==> config.mk <==
export PLATFORM = sky130hd
export DESIGN_NAME = forwarding_hazard_unit
export DESIGN_NICKNAME = d
export VERILOG_FILES = /design/src/rtl/forwarding_hazard_unit.sv
export SDC_FILE = /design/constraint.sdc
export NUM_CORES = 1
export LEC_CHECK = 0
export ABC_AREA = 1
export CAP_MARGIN = 5
export CORE_MARGIN = 8
export CORE_UTILIZATION = 48
export CTS_BUF_LIST = sky130_fd_sc_hd__clkbuf_2 sky130_fd_sc_hd__clkbuf_4 sky130_fd_sc_hd__clkbuf_8
export DETAILED_ROUTE_END_ITERATION = 10
export PLACE_DENSITY = 0.83
export RECOVER_POWER = 100
export SKIP_CTS_REPAIR_TIMING = 1
export SYNTH_ARGS = -nofsm -noshare
export SYNTH_HDL_FRONTEND = slang
export SYNTH_SLANG_ARGS = --single-unit
==> constraint.sdc <==
create_clock -name clk -period 1.22 [get_ports clk]
set_input_delay 0.183 -clock clk [delete_from_list [all_inputs] [get_ports clk]]
set_output_delay 0.183 -clock clk [all_outputs]
set_load 0.005 [all_outputs]
==> src/rtl/forwarding_hazard_unit.sv <==
// EX-stage operand forwarding selects and load-use stall detection for the MIPS pipeline.
// Define HAZARD_STATS_EN to add the stall_count / forward_count statistics ports.
module forwarding_hazard_unit #(
    parameter int REG_ADDR_W = 5,
    parameter int STATS_W    = 32
) (
    input  logic                  clk,
    input  logic                  reset,
    input  logic                  flush,
    input  logic [REG_ADDR_W-1:0] id_rs,
    input  logic [REG_ADDR_W-1:0] id_rt,
    input  logic                  id_uses_rs,
    input  logic                  id_uses_rt,
    input  logic [REG_ADDR_W-1:0] id_dest,
    input  logic                  id_regwrite,
    input  logic                  id_memread,
    output logic [1:0]            forward_a_sel,
    output logic [1:0]            forward_b_sel,
    output logic                  stall
`ifdef HAZARD_STATS_EN
    ,
    output logic [STATS_W-1:0]    stall_count,
    output logic [STATS_W-1:0]    forward_count
`endif
);

    localparam logic [1:0] SEL_REGFILE = 2'b00;
    localparam logic [1:0] SEL_WB      = 2'b01;
    localparam logic [1:0] SEL_MEM     = 2'b10;

    typedef struct packed {
        logic [REG_ADDR_W-1:0] rs;
        logic [REG_ADDR_W-1:0] rt;
        logic                  uses_rs;
        logic                  uses_rt;
        logic [REG_ADDR_W-1:0] dest;
        logic                  regwrite;
        logic                  memread;
    } ex_stage_t;

    typedef struct packed {
        logic [REG_ADDR_W-1:0] dest;
        logic                  regwrite;
    } wr_stage_t;

    ex_stage_t ex_q;
    wr_stage_t mem_q;
    wr_stage_t wb_q;

    logic mem_valid_wr;
    logic wb_valid_wr;
    logic mem_hit_a;
    logic mem_hit_b;
    logic wb_hit_a;
    logic wb_hit_b;
    logic load_use;

    // A producer writing $0 never forwards: $0 is hard-wired zero.
    always_comb begin
        mem_valid_wr = mem_q.regwrite && (mem_q.dest != '0);
        wb_valid_wr  = wb_q.regwrite && (wb_q.dest != '0);
        mem_hit_a    = ex_q.uses_rs && mem_valid_wr && (mem_q.dest == ex_q.rs);
        mem_hit_b    = ex_q.uses_rt && mem_valid_wr && (mem_q.dest == ex_q.rt);
        wb_hit_a     = ex_q.uses_rs && wb_valid_wr && (wb_q.dest == ex_q.rs);
        wb_hit_b     = ex_q.uses_rt && wb_valid_wr && (wb_q.dest == ex_q.rt);
        load_use     = !flush && ex_q.memread && ex_q.regwrite && (ex_q.dest != '0) &&
                       ((id_uses_rs && (ex_q.dest == id_rs)) ||
                        (id_uses_rt && (ex_q.dest == id_rt)));
    end

    always_comb begin
        forward_a_sel = SEL_REGFILE;
        forward_b_sel = SEL_REGFILE;
        stall         = 1'b0;
        if (!reset) begin
            if (mem_hit_a)      forward_a_sel = SEL_MEM;
            else if (wb_hit_a)  forward_a_sel = SEL_WB;
            if (mem_hit_b)      forward_b_sel = SEL_MEM;
            else if (wb_hit_b)  forward_b_sel = SEL_WB;
            stall = load_use;
        end
    end

    always_ff @(posedge clk) begin
        if (reset) begin
            ex_q  <= '0;
            mem_q <= '0;
            wb_q  <= '0;
        end else begin
            mem_q.dest     <= ex_q.dest;
            mem_q.regwrite <= ex_q.regwrite;
            wb_q           <= mem_q;
            // A stalled or squashed instruction leaves a bubble in EX.
            if (stall || flush) begin
                ex_q <= '0;
            end else begin
                ex_q.rs       <= id_rs;
                ex_q.rt       <= id_rt;
                ex_q.uses_rs  <= id_uses_rs;
                ex_q.uses_rt  <= id_uses_rt;
                ex_q.dest     <= id_dest;
                ex_q.regwrite <= id_regwrite;
                ex_q.memread  <= id_memread;
            end
        end
    end

`ifdef HAZARD_STATS_EN
    always_ff @(posedge clk) begin
        if (reset) begin
            stall_count   <= '0;
            forward_count <= '0;
        end else begin
            if (stall) stall_count <= stall_count + 1'b1;
            if ((forward_a_sel != SEL_REGFILE) || (forward_b_sel != SEL_REGFILE))
                forward_count <= forward_count + 1'b1;
        end
    end
`endif

endmodule

==> impl_metrics.yaml <==
status:
  run_status: "finished, violations left"
  violations: "negative setup slack"
final_layout:
  multiInputGateArea_um2: 839.6
  nNetsFinal: 301
  layout.cells.non_filler: 310
  seq_area_um2: 645.6
  syn2layout_area_growth_pct: 57.86
  drive_above_1_share: 0.3907
  num_antenna_cells: 0
  nFillCells: 158
cts:
  htreeDepth: 2
  clk_path_buf_depth: 2
  path_clk_slew_ns: 0.10
  clock_latency_ns: 0.35
  cts_buffers: 5
  cts_tree: "done"
  cts-root-buf: "clkbuf_4"
  cts_sinks: 31
timing:
  setup_viol: 24
  hold_viol_final: 0
  slew_headroom: 0.8309
  fmax_mhz: 581.5
  tightest_slew_ns: 0.2525
  holdWs_ns: 0.3346
  period_needed_ns: 1.720
  period_share: 1.410
  skew_ns: 0.004097
  drv_slew: 0
  setup_ws_ns: -0.4998
  rsz0062_at_grt: "yes"
routing:
  vias_per_cell: 5.181
  routed_wirelength_mm: 4.927
  ant_nets: 0
  vias: 1606
  drc_errors: 0
  drtIter0Drc: 123
  routedWlPerCell_um: 15.89
  drtPass1Iterations: 6
place:
  placed_cells_incl_taps: 297
  gp_congestion: 0.8973
  io_buffers: 26
  dp_hpwl_mm: 2.664
global_routing:
  top_usage_layer: "met2"
  grtUsageMet3: 0.05650
  met1_usage: 0.1423
  grt_first_pass_wirelength_mm: 5.671
  use_met2: 0.2404
  antenna_found_initial: 0
  gr-total-overflow: 0
  grt_max_degree: 20
  grt_pass1_vias: 1462
  grt_usage: 0.1432
synthesis:
  ys_warn_count: 0
  synth.cell_area_um2: 1416
  yosysSeqAreaShare: 0.4382
  syn-num-nets: 237
  ys_seq_elements: 31
  synth_cells: 215
  synth.avg_cell_area_um2: 6.588
  synth_cell_types: 21
setup_path:
  start_kind: "flip-flop"
  cp.arrival_ns: 1.54
  critPathCaptureType: "output port"
  cp_max_fo: 4
  reg2regPathDepth: 10
  crit_required_ns: 1.04
  path_class: "flip-flop to output port"
die:
  die_w_um: 70.32
  die-area_um2: 4945
  die_y_um: 70.32
  core_um2: 2781
  num_io_pins: 27
  initial_core_util: 0.5092
  fp-row-count: 19
hold_path:
  hold_path_depth: 4
  hold_class: "input port to flip-flop"
power:
  p_per_area_nw_per_um2: 940.6
  power_leakage_uw: 0.001077
  peakVddDrop_v: 0.001075
flow_run:
  maxCapViolations: 0
critical path, stage by stage (launching register included):
cell	delay (ns)
dfxtp_2	0.37
inv_2	0.06
nand2_1	0.06
nand2_1	0.08
nor2_1	0.16
nand3_1	0.10
nand2_1	0.10
nand2_2	0.09
inv_1	0.07
clkbuf_2	0.10
sequential cells by signal, summed over array words and instances (netlist names):
name   cells
ex_q      19
wb_q       6
mem_q      6
cell usage after synthesis (all sizes together):
master / count / area, um^2
o211ai: 2 / 15.01
nand4: 4 / 25.02
nand2: 54 / 212.7
o2111ai: 2 / 17.52
xnor2: 4 / 35.03
dfxtp: 31 / 620.6
o21ai: 5 / 25.02
nand3: 8 / 40.04
nor3: 3 / 15.01
inv: 46 / 172.7
buf: 3 / 20.01
a21oi: 3 / 15.01
nor2: 48 / 187.7
o22ai: 1 / 6.260
xor2: 1 / 8.760
per-stage QoR:
step                total power (uW)  utilization  cell area (um^2)  setup WS, ns  setup TNS (ns)
finish                          2103       0.8039              2236       -0.4998          -5.692
global route                    2193       0.8039              2236       -0.5903          -7.412
CTS                             1986       0.7054              1962       -0.8289          -7.011
detailed placement              1383       0.6851              1906       -0.6887          -11.41
global placement                1374       0.6851              1906       -0.6661          -10.88
floorplan                       1224            -              1416       0.08191               0
kinds of logic after synthesis:
group                     share of synthesized area
and+or+nand+nor                              0.3392
xor gates and xnor gates                    0.03092
AOI/OAI and AO/OA                           0.05565
DFF                                          0.4382
buffers and inverters                        0.1360
cells in the final DEF, fill, tap and decap left out, types with 4 or more instances in the layout:
cell type,count
nand4_1,4
inv_1,34
clkbuf_4,5
dfxtp_1,15
nor2_4,8
nand2_2,6
nand2_1,47
nor2_1,30
buf_2,4
nand2_8,4
nand3_1,7
nor2_2,10
dfxtp_2,14
buf_4,30
inv_2,12
clkdlybuf4s50_1,20
layout make-up:
cell class                 count  area share
multi-input combinational    138      0.3755
sequential                    31      0.2888
timing repair buffer          57      0.2160
inverter                      46     0.07722
clock buffer                   6     0.02294
tap                           31     0.01735
clock inverter                 1    0.002238
path summary, 6_finish.rpt:
kind | start | end | slack (ns)
worst max-delay path | ex_q[4] | stall | -0.50
worst min-delay path | reset | mem_q[5] | 0.33
worst max register to register | ex_q[4] | ex_q[12] | -0.23
worst min register to register | mem_q[0] | wb_q[0] | 0.45
routing by layer:
layer / wire length [um] / up-vias
li1: - / 770
met1: 1863 / 730
met2: 2452 / 83
met3: 354 / 23
met4: 258 / 0
met5: 0 / -
report_power, final:
group	internal, uW	switching, uW
combinational	195	195
clock	266	365
sequential	1050	35.9
total	1510	597
Note: power is estimated with default switching activity, not from simulation.
